[src/rtl/sr_pkg.sv]
// Shared definitions for the clocked set/reset storage bank.
// Holds the encodings of the MODE parameter, which selects how a cell
// resolves the s=r=1 input combination.
package sr_pkg;

  localparam int SR_MODE_SET_DOM = 0;
  localparam int SR_MODE_RST_DOM = 1;
  localparam int SR_MODE_HOLD    = 2;
  localparam int SR_MODE_TOGGLE  = 3;

endpackage

[src/rtl/sr_cell.sv]
// One-bit clocked set/reset storage cell with a sticky conflict flag.
// Ports:
//   clk, rst      - rising-edge clock, synchronous active-high reset
//   rst_val       - value q takes on reset
//   en            - sample enable; low means q and the flag hold
//   s, r          - set / reset requests
//   conflict_clr  - clears the conflict flag (a new conflict still wins)
//   q             - stored value
//   conflict      - set when s=r=1 is sampled with en high
module sr_cell
  import sr_pkg::*;
#(
  parameter int MODE = SR_MODE_SET_DOM
) (
  input  logic clk,
  input  logic rst,
  input  logic rst_val,
  input  logic en,
  input  logic s,
  input  logic r,
  input  logic conflict_clr,
  output logic q,
  output logic conflict
);

  logic q_q, q_d;
  logic conflict_q, conflict_d;

  // Next-state decode; the clear is applied first so that a conflict
  // sampled in the same cycle overrides it.
  always_comb begin
    q_d        = q_q;
    conflict_d = conflict_q;
    if (conflict_clr) begin
      conflict_d = 1'b0;
    end
    if (en) begin
      unique case ({s, r})
        2'b10: q_d = 1'b1;
        2'b01: q_d = 1'b0;
        2'b11: begin
          conflict_d = 1'b1;
          // Any MODE outside the defined set falls back to hold.
          case (MODE)
            SR_MODE_SET_DOM: q_d = 1'b1;
            SR_MODE_RST_DOM: q_d = 1'b0;
            SR_MODE_TOGGLE:  q_d = ~q_q;
            default:         q_d = q_q;
          endcase
        end
        default: q_d = q_q;
      endcase
    end
  end

  // Reset overrides any pending set, reset or toggle in the same cycle.
  always_ff @(posedge clk) begin
    if (rst) begin
      q_q        <= rst_val;
      conflict_q <= 1'b0;
    end else begin
      q_q        <= q_d;
      conflict_q <= conflict_d;
    end
  end

  assign q        = q_q;
  assign conflict = conflict_q;

endmodule

[src/rtl/sr_latch_bank.sv]
// Bank of WIDTH synchronous set/reset cells replacing a cross-coupled RS
// latch, with per-channel sticky conflict flags and a shared saturating
// count of cycles in which any channel saw s=r=1.
// Ports:
//   clk, rst      - rising-edge clock, synchronous active-high reset
//   en            - sample enable for all channels and the counter
//   s, r          - per-channel set / reset requests
//   conflict_clr  - clears flags and counter (new conflicts still win)
//   q, q_n        - stored value and its exact complement
//   conflict      - sticky per-channel conflict flags
//   conflict_cnt  - saturating count of conflict cycles
module sr_latch_bank
  import sr_pkg::*;
#(
  parameter int               WIDTH   = 8,
  parameter int               MODE    = SR_MODE_SET_DOM,
  parameter logic [WIDTH-1:0] RST_VAL = {WIDTH{1'b0}},
  parameter int               CNT_W   = 8
) (
  input  logic             clk,
  input  logic             rst,
  input  logic             en,
  input  logic [WIDTH-1:0] s,
  input  logic [WIDTH-1:0] r,
  input  logic             conflict_clr,
  output logic [WIDTH-1:0] q,
  output logic [WIDTH-1:0] q_n,
  output logic [WIDTH-1:0] conflict,
  output logic [CNT_W-1:0] conflict_cnt
);

  localparam logic [CNT_W-1:0] CNT_MAX = {CNT_W{1'b1}};

  logic             any_conflict;
  logic [CNT_W-1:0] cnt_q, cnt_d;

  for (genvar i = 0; i < WIDTH; i++) begin : g_cell
    sr_cell #(
      .MODE(MODE)
    ) u_cell (
      .clk         (clk),
      .rst         (rst),
      .rst_val     (RST_VAL[i]),
      .en          (en),
      .s           (s[i]),
      .r           (r[i]),
      .conflict_clr(conflict_clr),
      .q           (q[i]),
      .conflict    (conflict[i])
    );
  end

  // One count per cycle regardless of how many channels collide.
  assign any_conflict = en && (|(s & r));

  // Clear first, then a same-cycle conflict restarts the count at 1.
  always_comb begin
    cnt_d = cnt_q;
    if (conflict_clr) begin
      cnt_d = '0;
    end
    if (any_conflict && (cnt_d != CNT_MAX)) begin
      cnt_d = cnt_d + 1'b1;
    end
  end

  always_ff @(posedge clk) begin
    if (rst) begin
      cnt_q <= '0;
    end else begin
      cnt_q <= cnt_d;
    end
  end

  // q is registered, so its inverse is glitch-free and never equals q.
  assign q_n          = ~q;
  assign conflict_cnt = cnt_q;

endmodule

[config.mk]
export PLATFORM = sky130hd
export DESIGN_NAME = sr_latch_bank
export DESIGN_NICKNAME = d
export VERILOG_FILES = /design/src/rtl/sr_pkg.sv /design/src/rtl/sr_cell.sv /design/src/rtl/sr_latch_bank.sv
export SDC_FILE = /design/constraint.sdc
export NUM_CORES = 1
export LEC_CHECK = 0
export CAP_MARGIN = 20
export CORE_MARGIN = 2
export CORE_UTILIZATION = 42
export DETAILED_ROUTE_END_ITERATION = 10
export PLACE_DENSITY_LB_ADDON = 0.05
export SLEW_MARGIN = 0
export SYNTH_ARGS = -nofsm -noshare
export SYNTH_HDL_FRONTEND = slang
export SYNTH_SLANG_ARGS = --single-unit
[constraint.sdc]
create_clock -name clk -period 2 [get_ports clk]
set_input_delay 0.3 -clock clk [delete_from_list [all_inputs] [get_ports clk]]
set_output_delay 0.3 -clock clk [all_outputs]
set_load 0.05 [all_outputs]
## Word-level counts from Yosys, hierarchy flattened

Index checks and enable logic that the tools add are counted.

| storage, ports and cells | value |
|---|---|
| word-level logic and storage cells | 106 |
| register bits | 24 |
| input port bits | 20 |

| cells by class | value |
|---|---|
| bitwise logic cells | 2 |
| equality and inequality tests | 25 |
| muxes and demuxes | 34 |
| reduce and logical (&&, ||, !) cells | 27 |
| $add $sub $neg | 1 |

Operator list:

| kind | count |
|---|---|
| $eq A2 B2 Y1 const B | 16 |
| $mux W1 | 24 |
| $eq A2 B1 Y1 const B | 8 |
| $mux W8 | 2 |
| $pmux W1 S2 | 8 |
| $reduce_and A2 Y1 | 8 |
| $reduce_bool A2 Y1 | 8 |
| $reduce_or A2 Y1 | 8 |
| $add A8 B1 Y8 const B | 1 |
| $and A8 B8 Y8 | 1 |
| $ne A8 B8 Y1 const B | 1 |
| $not A8 Y8 | 1 |
| $reduce_or A8 Y1 | 1 |
| $logic_and A1 B1 Y1 | 2 |

## Logic depth before layout (Yosys ltp)

Gate-level depths: netlist of run 1.

| depth | value |
|---|---|
| depth after elaboration | 5 |
| depth in mapped cells | 6 |

## By module

A second synthesis of run 1 with hierarchy kept.

| unflattened totals | value |
|---|---|
| cell total of the unflattened synthesis | 130 |
| area total of the unflattened synthesis | 1297.5 µm² |

By module, submodules not included:

| module | area an instance (µm²) | seq. area each (µm²) | cells an instance | times used |
|---|---|---|---|---|
| sr_cell | 92.6 | 50.0 | 8 | 8 |
| sr_latch_bank | 556.8 | 160.2 | 66 | 1 |

## Least setup slack after synthesis of run 1

Ideal clock, no wire load.

| timing path | value |
|---|---|
| path kind | register to register |
| start point | reg cnt_q[0], in the netlist conflict_cnt[0] |
| end point | reg cnt_q[2], in the netlist conflict_cnt[2] |
| setup time | 0.123 ns |
| cell stages (with the launch flop) | 7 |
| slack | -0.055 ns |
| arrival | 1.932 ns |
| required time | 1.877 ns |
| clock period less this slack | 2.055 ns |
| cell sequence | dfxtp_1 > nor2b_1 > ha_1 > nand2_1 > or3_1 > nand3_1 > mux2_1 |

| on the way | value |
|---|---|
| longest elaborated chain between the ends | 4 |
| elaborated cells on any way between the ends | 5 |
| classes of those cells | add/sub (1); eq/ne (1); mux (2); reduce/logical (1) |

RTL lines:

| what | line | source |
|---|---|---|
| start, declared | sr_latch_bank.sv:35 | `logic [CNT_W-1:0] cnt_q, cnt_d;` |
| start signal, assigned | sr_latch_bank.sv:71 | `cnt_q <= cnt_d;` |
| $mux W8 * | sr_latch_bank.sv:59 | `if (conflict_clr) begin` |
| parallel branches: the longest is 2 deep, another holds $add A8 B1 Y8 | -- |  |
| $mux W8 * | sr_latch_bank.sv:62 | `if (any_conflict && (cnt_d != CNT_MAX)) begin` |

Mark *: on every way between the ends.
A chain may end at the register's enable or synchronous reset.

## Worst setup path in the final report of run 1

| timing path | value |
|---|---|
| start point | reg cnt_q[2], in the netlist conflict_cnt[2] |
| end point | out conflict_cnt[2] |

RTL lines:

| what | line | source |
|---|---|---|
| end, declared | sr_latch_bank.sv:29 | `output logic [CNT_W-1:0] conflict_cnt` |

No word-level cell between the ends.

==> run_summary.xml, run 1 <==
<?xml version="1.0" encoding="UTF-8"?>
<metrics>
  <group name="run_status">
    <metric name="run_status" unit="">finished, violations left</metric>
    <metric name="violations" unit="">DRC</metric>
  </group>
  <group name="route">
    <metric name="highest-signal-layer" unit="">met4</metric>
    <metric name="post_drt_via_cell_ratio" unit="">5.32</metric>
    <metric name="totalWireLength" unit="um">3180</metric>
    <metric name="drcViolationCount" unit="">6</metric>
    <metric name="wl_met1" unit="um">1440</metric>
    <metric name="dr.pass1.iters" unit="">7</metric>
    <metric name="ant_nets" unit="">0</metric>
    <metric name="wl_met3" unit="um">144</metric>
    <metric name="route.met2.wl" unit="um">1580</metric>
    <metric name="wl_per_cell" unit="um">13.7</metric>
    <metric name="num_vias" unit="">1235</metric>
    <metric name="initialDrtViolationCount" unit="">60</metric>
  </group>
  <group name="placement">
    <metric name="portBuffers" unit="">51</metric>
    <metric name="place.detailed.hpwl" unit="um">2470</metric>
    <metric name="gpl.final_weighted_congestion" unit="">0.879</metric>
    <metric name="placed_area" unit="um^2">1840</metric>
    <metric name="place.detailed.instances" unit="">228</metric>
    <metric name="post-place-ws" unit="ns">-0.223</metric>
  </group>
  <group name="cts">
    <metric name="cts_hold_repair.buffers" unit="">0</metric>
    <metric name="number_of_clock_buffers_inserted_by_tritoncts" unit="">3</metric>
    <metric name="clockRootBuffer" unit="">clkbuf_4</metric>
    <metric name="cts_tree" unit="">built</metric>
    <metric name="cts_sinks" unit="">24</metric>
    <metric name="cts.reportedPaths.clkPinSlew" unit="ns">0.14</metric>
    <metric name="cts_max_path_bufs" unit="">2</metric>
    <metric name="worst_skew_pair.late_latency" unit="ns">0.31</metric>
    <metric name="ctsHtreeMaxLevel" unit="">1</metric>
  </group>
  <group name="worst_hold_path">
    <metric name="min_path_cells" unit="">4</metric>
    <metric name="hold_path.startpoint" unit="">conflict_clr</metric>
    <metric name="hold_path.class" unit="">in2reg</metric>
    <metric name="endpoint_of_the_worst_hold_timing_path" unit="">conflict_cnt[1]</metric>
  </group>
  <group name="global_route">
    <metric name="globalRoute.totalOverflow" unit="">0</metric>
    <metric name="grt_max_degree" unit="">26</metric>
    <metric name="global_route_wire_length_before_repair" unit="um">5250</metric>
    <metric name="grt.total_usage" unit="">0.197</metric>
    <metric name="vias_in_the_first_global_route" unit="">1207</metric>
    <metric name="number_of_antenna_violations_at_the_first_check_in_global_routing" unit="">0</metric>
  </group>
  <group name="yosys">
    <metric name="mappedNetlistNets" unit="">165</metric>
    <metric name="ys_ff_latch" unit="">24</metric>
    <metric name="synthCells" unit="">144</metric>
    <metric name="ys_async_sr_fraction" unit="">0</metric>
    <metric name="dominant_synthesized_flop_cell" unit="">dfxtp_1</metric>
    <metric name="syn-mean-instance-area" unit="um^2">8.71</metric>
    <metric name="yosys_warnings" unit="">0</metric>
    <metric name="syn_area" unit="um^2">1250</metric>
    <metric name="yosysSeqAreaShare" unit="">0.383</metric>
    <metric name="synth-edff-count" unit="">0</metric>
    <metric name="synth_cell_type_count" unit="">38</metric>
  </group>
  <group name="worst_setup_path">
    <metric name="timing.critical_path.cells" unit="">clkdlybuf4s50_1</metric>
    <metric name="r2r.worst_path.cells" unit="">6</metric>
    <metric name="critical_path.slowest_cell" unit="">clkdlybuf4s50_1</metric>
    <metric name="timing.critical_path.max_delay_family" unit="">buffers and inverters</metric>
    <metric name="worstSetupEndpointType" unit="">output port</metric>
    <metric name="biggest_cell_delay_along_the_critical_path" unit="ns">0.85</metric>
    <metric name="timing.setup.critical_path_class" unit="">reg2out</metric>
    <metric name="cp_data_arrival_time" unit="ns">1.61</metric>
    <metric name="regToRegStartpoint" unit="">conflict_cnt[1]</metric>
    <metric name="rr_endpoint" unit="">conflict_cnt[2]</metric>
    <metric name="path_max_fanout" unit="">6</metric>
    <metric name="cp-start-kind" unit="">flip-flop</metric>
    <metric name="worst-r2r-setup-slack" unit="ns">0.31</metric>
    <metric name="cp.buffers_inverters" unit="">1</metric>
    <metric name="worst-endpoint-required" unit="ns">1.70</metric>
  </group>
  <group name="power_and_ir_drop">
    <metric name="p_per_area" unit="nW/um^2">571</metric>
    <metric name="leakage" unit="nW">0.747</metric>
    <metric name="totalPowerFinal" unit="mW">1.08</metric>
    <metric name="power.ir.vdd_worst" unit="mV">0.363</metric>
  </group>
  <group name="floorplan">
    <metric name="floorplan.die_area" unit="um^2">3440</metric>
    <metric name="floorplan.die.height" unit="um">58.7</metric>
    <metric name="initial_core_util" unit="">0.447</metric>
    <metric name="ioPinCount" unit="">52</metric>
    <metric name="coreArea" unit="um^2">2810</metric>
    <metric name="die_w" unit="um">58.7</metric>
    <metric name="fp-row-count" unit="">19</metric>
  </group>
  <group name="sta">
    <metric name="final.setup_skew" unit="ns">0.00898</metric>
    <metric name="postLayoutSetupSlackWorst" unit="ns">0.0859</metric>
    <metric name="final_hold_viol_count" unit="">0</metric>
    <metric name="fin_crit" unit="ns">1.91</metric>
    <metric name="timing.max_slew.rel_slack" unit="">0.659</metric>
    <metric name="finalSetupViolCount" unit="">0</metric>
    <metric name="finalMaxSlewViolations" unit="">0</metric>
    <metric name="highest_clock_rate" unit="MHz">522</metric>
    <metric name="least_margin_pin_slew" unit="ns">0.510</metric>
    <metric name="grt_setup_unrepaired" unit="">no</metric>
    <metric name="hold-worst-slack" unit="ns">0.461</metric>
    <metric name="finalCritPeriodShare" unit="">0.957</metric>
  </group>
  <group name="layout">
    <metric name="layout-area-overhead-vs-synth" unit="%">50.7</metric>
    <metric name="final_design_area_no_fill" unit="um^2">1890</metric>
    <metric name="seq_area" unit="um^2">483</metric>
    <metric name="highest_count_cells_in_the_layout_ignoring_fill_and_taps" unit="">clkdlybuf4s50_1, buf_4, dfxtp_1</metric>
    <metric name="drive_above_1_share" unit="">0.199</metric>
    <metric name="filler_cell_count" unit="">245</metric>
    <metric name="nets" unit="">223</metric>
    <metric name="area_of_combinational_cells_with_multiple_inputs" unit="um^2">592</metric>
    <metric name="layout.cells.most_common" unit="">clkdlybuf4s50_1</metric>
    <metric name="non_filler_instance_count_after_layout" unit="">232</metric>
    <metric name="number_of_antenna_repair_diodes" unit="">0</metric>
  </group>
  <group name="job">
    <metric name="drv.max_cap_violation_count" unit="">0</metric>
  </group>
</metrics>
==> state kept, by name (all words and copies together), names as in the netlist <==
name,flops
conflict_cnt,8
g_cell.u_cell.conflict,8
g_cell.u_cell.q,8
==> metal layers <==
layer,up-vias,GRT usage
met3,2,0.0308
met2,29,0.345
li1,620,-
met4,0,0.0747
met5,-,0
met1,584,0.244
==> repair_timing <==
action / in CTS / in global routing
gates resized for setup: 0 / 4
buffers inserted: 0 / 0
setup endpoints to repair: 0 / 5
==> stage by stage <==
step,utilization,setup TNS [ns]
2_1_floorplan,-,0
3_3_place_gp,0.657,-0.429
3_5_place_dp,0.657,-1.27
4_1_cts,0.670,0
5_1_grt,0.674,0
6_report,0.674,0
==> cell families after synthesis <==
group / share of synthesized area
compound gates: 0.242
fa+ha+maj: 0.00997
buf+inv: 0.154
flops: 0.383
mux: 0.0209
simple gates: 0.190
==> synth_stat cells, types with 2 or more instances <==
cell,number,share of area
o31ai_1,2,0.012
and4b_1,2,0.016
or3_1,2,0.010
or4_1,2,0.012
nor3b_1,2,0.012
nor2b_1,2,0.010
nand3_1,3,0.012
nor2_1,17,0.051
buf_1,2,0.0060
nand2_1,13,0.039
dfxtp_1,24,0.38
a22oi_1,8,0.048
clkbuf_1,4,0.012
a32oi_1,8,0.056
buf_4,16,0.096
a22o_1,4,0.028
o21ai_0,2,0.0080
inv_1,8,0.024
a21oi_1,4,0.016
==> power breakdown <==
group	total, mW	leakage (nW)	switching (mW)	internal (mW)
clock	0.254	0.0210	0.143	0.111
combinational	0.316	0.529	0.181	0.135
sequential	0.509	0.197	0.0124	0.497
total	1.08	0.747	0.337	0.743
==> worst max path at each step <==
stage,end,cells after the start,startpoint,slack (ns)
floorplan,conflict_cnt[2],6,conflict_cnt[0],0.11
global placement,conflict_cnt[2],7,conflict_clr,-0.10
detailed placement,conflict_cnt[2],7,conflict_clr,-0.22
CTS,conflict_cnt[2],1,conflict_cnt[2],0.07
global route,conflict_cnt[2],1,conflict_cnt[2],0.02
finish,conflict_cnt[2],1,conflict_cnt[2],0.09
==> area by class of cell <==
cell class              count  area share
inverters                   9      0.0179
repair buffers             77       0.374
well taps                  31      0.0205
multi-input cells          87       0.313
clock buffers               4      0.0192
flip-flops and latches     24       0.255
Note: power is estimated with default switching activity, not from simulation.
==> run 2, diff against run 1 <==
Settings changed: CORE_UTILIZATION 42 to 43, SYNTH_HIERARCHICAL set to 1.
==> run_summary.xml, run 2 <==
<?xml version="1.0" encoding="UTF-8"?>
<metrics>
  <group name="cts">
    <metric name="cts_hold_repair.buffers" unit="">0</metric>
    <metric name="cts.reportedPaths.clkPinSlew" unit="ns">0.14</metric>
    <metric name="cts_sinks" unit="">24</metric>
    <metric name="cts_tree" unit="">built</metric>
    <metric name="number_of_clock_buffers_inserted_by_tritoncts" unit="">3</metric>
    <metric name="cts_post_setup_buffers_inserted" unit="">0</metric>
    <metric name="cts_max_path_bufs" unit="">2</metric>
    <metric name="clockRootBuffer" unit="">clkbuf_4</metric>
    <metric name="worst_skew_pair.late_latency" unit="ns">0.32</metric>
    <metric name="ctsHtreeMaxLevel" unit="">1</metric>
    <metric name="post_cts_resize_count" unit="">0</metric>
  </group>
  <group name="worst_setup_path">
    <metric name="cp.depth" unit="">2</metric>
    <metric name="worst-r2r-setup-slack" unit="ns">0.38</metric>
    <metric name="worstSetupEndpointType" unit="">output port</metric>
    <metric name="rr_endpoint" unit="">conflict_cnt[3]</metric>
    <metric name="cp.buffers_inverters" unit="">2</metric>
    <metric name="cp-start-kind" unit="">flip-flop</metric>
    <metric name="timing.critical_path.cells" unit="">inv_1 -&gt; clkdlybuf4s50_1</metric>
    <metric name="biggest_cell_delay_along_the_critical_path" unit="ns">0.80</metric>
    <metric name="cp_data_arrival_time" unit="ns">1.62</metric>
    <metric name="timing.critical_path.max_delay_family" unit="">buffers and inverters</metric>
    <metric name="path_max_fanout" unit="">2</metric>
    <metric name="timing.setup.critical_path_class" unit="">reg2out</metric>
    <metric name="r2r.worst_path.cells" unit="">5</metric>
    <metric name="worst-endpoint-required" unit="ns">1.70</metric>
    <metric name="critical_path.slowest_cell" unit="">clkdlybuf4s50_1</metric>
    <metric name="crit_start" unit="">g_cell[3].u_cell/q</metric>
    <metric name="regToRegStartpoint" unit="">conflict_cnt[1]</metric>
    <metric name="cp-endpoint" unit="">q_n[3]</metric>
  </group>
  <group name="layout">
    <metric name="nets" unit="">238</metric>
    <metric name="filler_cell_count" unit="">209</metric>
    <metric name="highest_count_cells_in_the_layout_ignoring_fill_and_taps" unit="">clkdlybuf4s50_1, buf_4, nand2b_1</metric>
    <metric name="number_of_antenna_repair_diodes" unit="">0</metric>
    <metric name="layout.cells.most_common" unit="">clkdlybuf4s50_1</metric>
    <metric name="final_design_area_no_fill" unit="um^2">2090</metric>
    <metric name="drive_above_1_share" unit="">0.181</metric>
    <metric name="finish.utilization" unit="">0.746</metric>
    <metric name="layout-area-overhead-vs-synth" unit="%">61.2</metric>
    <metric name="non_filler_instance_count_after_layout" unit="">247</metric>
  </group>
  <group name="floorplan">
    <metric name="fp-row-count" unit="">19</metric>
    <metric name="ioPinCount" unit="">52</metric>
    <metric name="coreArea" unit="um^2">2810</metric>
    <metric name="initial_core_util" unit="">0.463</metric>
    <metric name="die_w" unit="um">58.9</metric>
    <metric name="floorplan.die.height" unit="um">58.9</metric>
    <metric name="floorplan.die_area" unit="um^2">3470</metric>
  </group>
  <group name="run_status">
    <metric name="violations" unit="">DRC</metric>
    <metric name="run_status" unit="">finished, violations left</metric>
  </group>
  <group name="sta">
    <metric name="postLayoutSetupSlackWorst" unit="ns">0.0832</metric>
    <metric name="finalSetupViolCount" unit="">0</metric>
    <metric name="timing.max_slew.rel_slack" unit="">0.655</metric>
    <metric name="finalMaxSlewViolations" unit="">0</metric>
    <metric name="final_hold_viol_count" unit="">0</metric>
    <metric name="fin_crit" unit="ns">1.92</metric>
    <metric name="highest_clock_rate" unit="MHz">522</metric>
    <metric name="final.setup_skew" unit="ns">0.0142</metric>
    <metric name="finalCritPeriodShare" unit="">0.958</metric>
    <metric name="grt_setup_unrepaired" unit="">no</metric>
    <metric name="least_margin_pin_slew" unit="ns">0.516</metric>
  </group>
  <group name="placement">
    <metric name="gpl.final_weighted_congestion" unit="">0.870</metric>
    <metric name="place.detailed.instances" unit="">243</metric>
    <metric name="place.detailed.hpwl" unit="um">2600</metric>
    <metric name="placed_area" unit="um^2">2070</metric>
    <metric name="portBuffers" unit="">51</metric>
    <metric name="post-place-ws" unit="ns">-0.116</metric>
  </group>
  <group name="yosys">
    <metric name="synth.largest_area_cell" unit="">dfxtp_1</metric>
    <metric name="synth_largest_type_area_fraction" unit="">0.247</metric>
    <metric name="synth_cell_type_count" unit="">34</metric>
    <metric name="ys_async_sr_fraction" unit="">0</metric>
    <metric name="syn-mean-instance-area" unit="um^2">9.98</metric>
    <metric name="synth_area_leaders" unit="">dfxtp_1, edfxtp_1, mux2_4</metric>
    <metric name="ys_ff_latch" unit="">24</metric>
    <metric name="synth.most_common_cell" unit="">nand2b_1</metric>
    <metric name="yosysSeqAreaShare" unit="">0.432</metric>
    <metric name="yosys_warnings" unit="">6</metric>
    <metric name="syn_area" unit="um^2">1300</metric>
    <metric name="synthCells" unit="">130</metric>
    <metric name="synth-edff-count" unit="">8</metric>
    <metric name="post_synth_most_frequent_cells" unit="">nand2b_1, dfxtp_1, inv_1</metric>
    <metric name="dominant_synthesized_flop_cell" unit="">dfxtp_1</metric>
  </group>
  <group name="route">
    <metric name="drcViolationCount" unit="">6</metric>
    <metric name="route.met2.wl" unit="um">1710</metric>
    <metric name="post_drt_via_cell_ratio" unit="">5.16</metric>
    <metric name="num_vias" unit="">1275</metric>
    <metric name="highest-signal-layer" unit="">met4</metric>
    <metric name="wl_met1" unit="um">1370</metric>
    <metric name="wl_per_cell" unit="um">13.4</metric>
    <metric name="dr.pass1.iters" unit="">7</metric>
    <metric name="totalWireLength" unit="um">3300</metric>
    <metric name="initialDrtViolationCount" unit="">41</metric>
    <metric name="wl_met3" unit="um">149</metric>
    <metric name="ant_nets" unit="">0</metric>
  </group>
  <group name="job">
    <metric name="drv.max_cap_violation_count" unit="">0</metric>
  </group>
  <group name="global_route">
    <metric name="globalRoute.totalOverflow" unit="">0</metric>
    <metric name="grt_max_degree" unit="">32</metric>
    <metric name="global_route_wire_length_before_repair" unit="um">5450</metric>
    <metric name="vias_in_the_first_global_route" unit="">1286</metric>
    <metric name="number_of_antenna_violations_at_the_first_check_in_global_routing" unit="">0</metric>
    <metric name="grt.total_usage" unit="">0.205</metric>
  </group>
  <group name="power_and_ir_drop">
    <metric name="p_per_area" unit="nW/um^2">582</metric>
    <metric name="leakage" unit="nW">0.858</metric>
    <metric name="power.ir.vdd_worst" unit="mV">0.337</metric>
  </group>
  <group name="worst_hold_path">
    <metric name="hold_path.class" unit="">reg2reg</metric>
  </group>
</metrics>
## run 2: through the flow
stage | total power, mW | hold slack [ns] | setup TNS, ns
floorplan | 0.807 | 0.369 | 0
global placement | 1.00 | 0.453 | -0.0974
detailed placement | 1.01 | 0.463 | -0.227
CTS | 1.23 | 0.481 | 0
global route | 1.27 | 0.497 | 0
finish | 1.22 | 0.479 | 0
## run 2: worst register-to-register path: cells and delay by family, from the launching register on
family	cells	cell delay [ns]
and+or+nand+nor	3	0.84
adders and majority gates	1	0.22
DFF	1	0.36
AOI/OAI and AO/OA	1	0.14
## run 2: cells by family (layout without fill, tap and decap cells)
kind of cell | Yosys count | after routing | synth area share
AOI/OAI and AO/OA | 30 | 30 | 0.168
adders and majority gates | 1 | 1 | 0.00964
buffers and inverters | 11 | 90 | 0.0318
DFF | 24 | 24 | 0.432
muxes | 13 | 13 | 0.133
other | 1 | 8 | 0.00289
and+or+nand+nor | 50 | 50 | 0.223
## run 2: power by group
| group | internal, mW | switching, mW | total, mW |
|---|---|---|---|
| Clock | 0.0730 | 0.141 | 0.214 |
| Sequential | 0.535 | 0.0142 | 0.549 |
| Combinational | 0.189 | 0.264 | 0.453 |
## run 2: worst min-delay path by stage
stage	start	to	cells past startpoint
finish	g_cell[0].u_cell/conflict	g_cell[0].u_cell/conflict	2
global route	g_cell[5].u_cell/conflict	g_cell[5].u_cell/conflict	2
CTS	g_cell[0].u_cell/conflict	g_cell[0].u_cell/conflict	2
detailed placement	g_cell[0].u_cell/conflict	g_cell[0].u_cell/conflict	2
global placement	g_cell[3].u_cell/conflict	g_cell[3].u_cell/conflict	2
floorplan	rst	g_cell[0].u_cell/conflict	1
## run 2: area by class of cell
type / count / area (um^2) / share of cell area
clock buffers: 3 / 22.5 / 0.0108
clock inverters: 1 / 3.75 / 0.00179
inverters: 11 / 41.3 / 0.0197
multi-input cells: 102 / 722 / 0.345
flip-flops and latches: 24 / 561 / 0.268
well taps: 31 / 38.8 / 0.0185
repair buffers: 75 / 703 / 0.336
## run 2: routing by layer
metal  global-route usage  up-vias
li1                     -      641
met1                0.232      587
met2                0.378       39
met3               0.0242        8
met4               0.0974        0
met5                    0        -
==> run 3, diff against run 2 <==
Settings changed: CORE_UTILIZATION 43 to 61, DONT_BUFFER_PORTS set to 1.
Clock period 2 ns to 1.8 ns, I/O delays scaled along.
==> run_summary.xml, run 3 (same netlist as run 2, synthesis figures left out) <==
<?xml version="1.0" encoding="UTF-8"?>
<metrics>
  <group name="cts">
    <metric name="number_of_clock_buffers_inserted_by_tritoncts" unit="">3</metric>
    <metric name="cts_hold_repair.buffers" unit="">0</metric>
    <metric name="worst_skew_pair.late_latency" unit="ns">0.30</metric>
    <metric name="cts_sinks" unit="">24</metric>
    <metric name="cts_tree" unit="">built</metric>
    <metric name="post_cts_resize_count" unit="">0</metric>
    <metric name="cts.reportedPaths.clkPinSlew" unit="ns">0.13</metric>
    <metric name="ctsHtreeMaxLevel" unit="">1</metric>
    <metric name="clockRootBuffer" unit="">clkbuf_4</metric>
    <metric name="cts_post_setup_buffers_inserted" unit="">0</metric>
    <metric name="cts_max_path_bufs" unit="">2</metric>
  </group>
  <group name="route">
    <metric name="drcViolationCount" unit="">0</metric>
    <metric name="wl_per_cell" unit="um">13.9</metric>
    <metric name="initialDrtViolationCount" unit="">16</metric>
    <metric name="ant_nets" unit="">0</metric>
    <metric name="wl_met1" unit="um">1040</metric>
    <metric name="dr.pass1.iters" unit="">4</metric>
    <metric name="num_vias" unit="">1083</metric>
    <metric name="post_drt_via_cell_ratio" unit="">5.82</metric>
    <metric name="route.met2.wl" unit="um">1390</metric>
    <metric name="totalWireLength" unit="um">2590</metric>
    <metric name="highest-signal-layer" unit="">met4</metric>
    <metric name="wl_met3" unit="um">156</metric>
  </group>
  <group name="sta">
    <metric name="least_margin_pin_slew" unit="ns">0.515</metric>
    <metric name="timing.max_slew.rel_slack" unit="">0.656</metric>
    <metric name="postLayoutSetupSlackWorst" unit="ns">0.182</metric>
    <metric name="grt_setup_unrepaired" unit="">no</metric>
    <metric name="finalCritPeriodShare" unit="">0.899</metric>
    <metric name="finalSetupViolCount" unit="">0</metric>
    <metric name="finalMaxSlewViolations" unit="">0</metric>
    <metric name="highest_clock_rate" unit="MHz">618</metric>
    <metric name="final.setup_skew" unit="ns">0.00871</metric>
    <metric name="hold-worst-slack" unit="ns">0.0123</metric>
    <metric name="fin_crit" unit="ns">1.62</metric>
    <metric name="final_tns_setup" unit="ns">0</metric>
    <metric name="final_hold_viol_count" unit="">0</metric>
  </group>
  <group name="floorplan">
    <metric name="floorplan.die_area" unit="um^2">2510</metric>
    <metric name="ioPinCount" unit="">52</metric>
    <metric name="coreArea" unit="um^2">1980</metric>
    <metric name="floorplan.die.height" unit="um">50.1</metric>
    <metric name="fp-row-count" unit="">16</metric>
    <metric name="initial_core_util" unit="">0.655</metric>
    <metric name="die_w" unit="um">50.1</metric>
  </group>
  <group name="layout">
    <metric name="non_filler_instance_count_after_layout" unit="">186</metric>
    <metric name="highest_count_cells_in_the_layout_ignoring_fill_and_taps" unit="">nand2b_1, buf_4, dfxtp_1</metric>
    <metric name="layout-area-overhead-vs-synth" unit="%">17.3</metric>
    <metric name="number_of_antenna_repair_diodes" unit="">0</metric>
    <metric name="nets" unit="">181</metric>
    <metric name="drive_above_1_share" unit="">0.201</metric>
    <metric name="finish.utilization" unit="">0.768</metric>
    <metric name="filler_cell_count" unit="">148</metric>
  </group>
  <group name="global_route">
    <metric name="vias_in_the_first_global_route" unit="">1015</metric>
    <metric name="grt.total_usage" unit="">0.219</metric>
    <metric name="globalRoute.totalOverflow" unit="">0</metric>
    <metric name="grt_max_degree" unit="">32</metric>
    <metric name="global_route_wire_length_before_repair" unit="um">4230</metric>
    <metric name="number_of_antenna_violations_at_the_first_check_in_global_routing" unit="">0</metric>
  </group>
  <group name="worst_setup_path">
    <metric name="path_max_fanout" unit="">4</metric>
    <metric name="cp-start-kind" unit="">flip-flop</metric>
    <metric name="worst-endpoint-required" unit="ns">2.04</metric>
    <metric name="timing.setup.critical_path_class" unit="">reg2reg</metric>
    <metric name="cp_data_arrival_time" unit="ns">1.86</metric>
    <metric name="worstSetupEndpointType" unit="">flip-flop</metric>
  </group>
  <group name="power_and_ir_drop">
    <metric name="power.share.clock" unit="">0.197</metric>
    <metric name="leakage" unit="nW">0.636</metric>
    <metric name="comb_power_share" unit="">0.260</metric>
    <metric name="switching_share" unit="">0.345</metric>
    <metric name="p_per_area" unit="nW/um^2">768</metric>
    <metric name="power.ir.vdd_worst" unit="mV">0.515</metric>
    <metric name="power.share.sequential" unit="">0.543</metric>
    <metric name="p_switching" unit="mW">0.404</metric>
    <metric name="p_int" unit="mW">0.765</metric>
  </group>
  <group name="run_status">
    <metric name="run_status" unit="">complete, no violations</metric>
  </group>
  <group name="placement">
    <metric name="place.detailed.hpwl" unit="um">1990</metric>
    <metric name="place.detailed.instances" unit="">181</metric>
    <metric name="portBuffers" unit="">0</metric>
    <metric name="post-place-ws" unit="ns">0.208</metric>
    <metric name="gpl.final_weighted_congestion" unit="">0.905</metric>
  </group>
  <group name="job">
    <metric name="drv.max_cap_violation_count" unit="">0</metric>
  </group>
  <group name="worst_hold_path">
    <metric name="hold_path.class" unit="">in2reg</metric>
  </group>
</metrics>
## run 3: cell count changes in the layout (fill, tap and decap cells not counted)
| cell | before | now |
|---|---|---|
| clkdlybuf4s50_1 | 51 | 0 |
| dlygate4sd3_1 | 0 | 1 |
| buf_4 | 23 | 17 |
| buf_12 | 1 | 0 |
## run 3: worst max-delay path, stage by stage, from the launching register on
cell	delay (ns)
dfxtp_1	0.34
nor2b_1	0.15
ha_1	0.23
and3_1	0.20
or4_1	0.50
a21boi_1	0.14
## run 3: path summary, 6_finish.rpt
check | to | startpoint | depth (start not counted) | slack (ns)
max | conflict_cnt[3] | conflict_cnt[0] | 5 | 0.18
min | g_cell[7].u_cell/conflict | rst | 1 | 0.01
max reg2reg | conflict_cnt[3] | conflict_cnt[0] | 5 | 0.18
min reg2reg | conflict_cnt[6] | conflict_cnt[4] | 2 | 0.58
## run 3: power groups by stage
stage               clock network, mW  registers [mW]  logic, mW
finish                          0.231           0.635      0.304
global route                    0.245           0.639      0.317
CTS                             0.236           0.636      0.303
detailed placement                  0           0.648      0.303
global placement                    0           0.645      0.299
floorplan                           0           0.732      0.164
## run 3: per-layer routing
metal	global-route usage	up-vias
met1	0.238	515
met2	0.410	42
li1	-	524
met4	0.0741	0
met3	0.0455	2
met5	0	-
## run 3: layout make-up
class                      instances  area, um^2  share of cell area
multi-input combinational        102         722               0.475
sequential                        24         561               0.368
timing repair buffer              18         138              0.0905
inverter                          11        41.3              0.0271
tap                               27        33.8              0.0222
clock buffer                       3        22.5              0.0148
clock inverter                     1        3.75             0.00247
## run 3: metrics by stage
stage	total power, mW	instance area (um^2)
2_1_floorplan	0.897	1320
3_3_place_gp	0.944	1490
4_1_cts	1.17	1510
3_5_place_dp	0.951	1490
6_report	1.17	1520
5_1_grt	1.20	1520
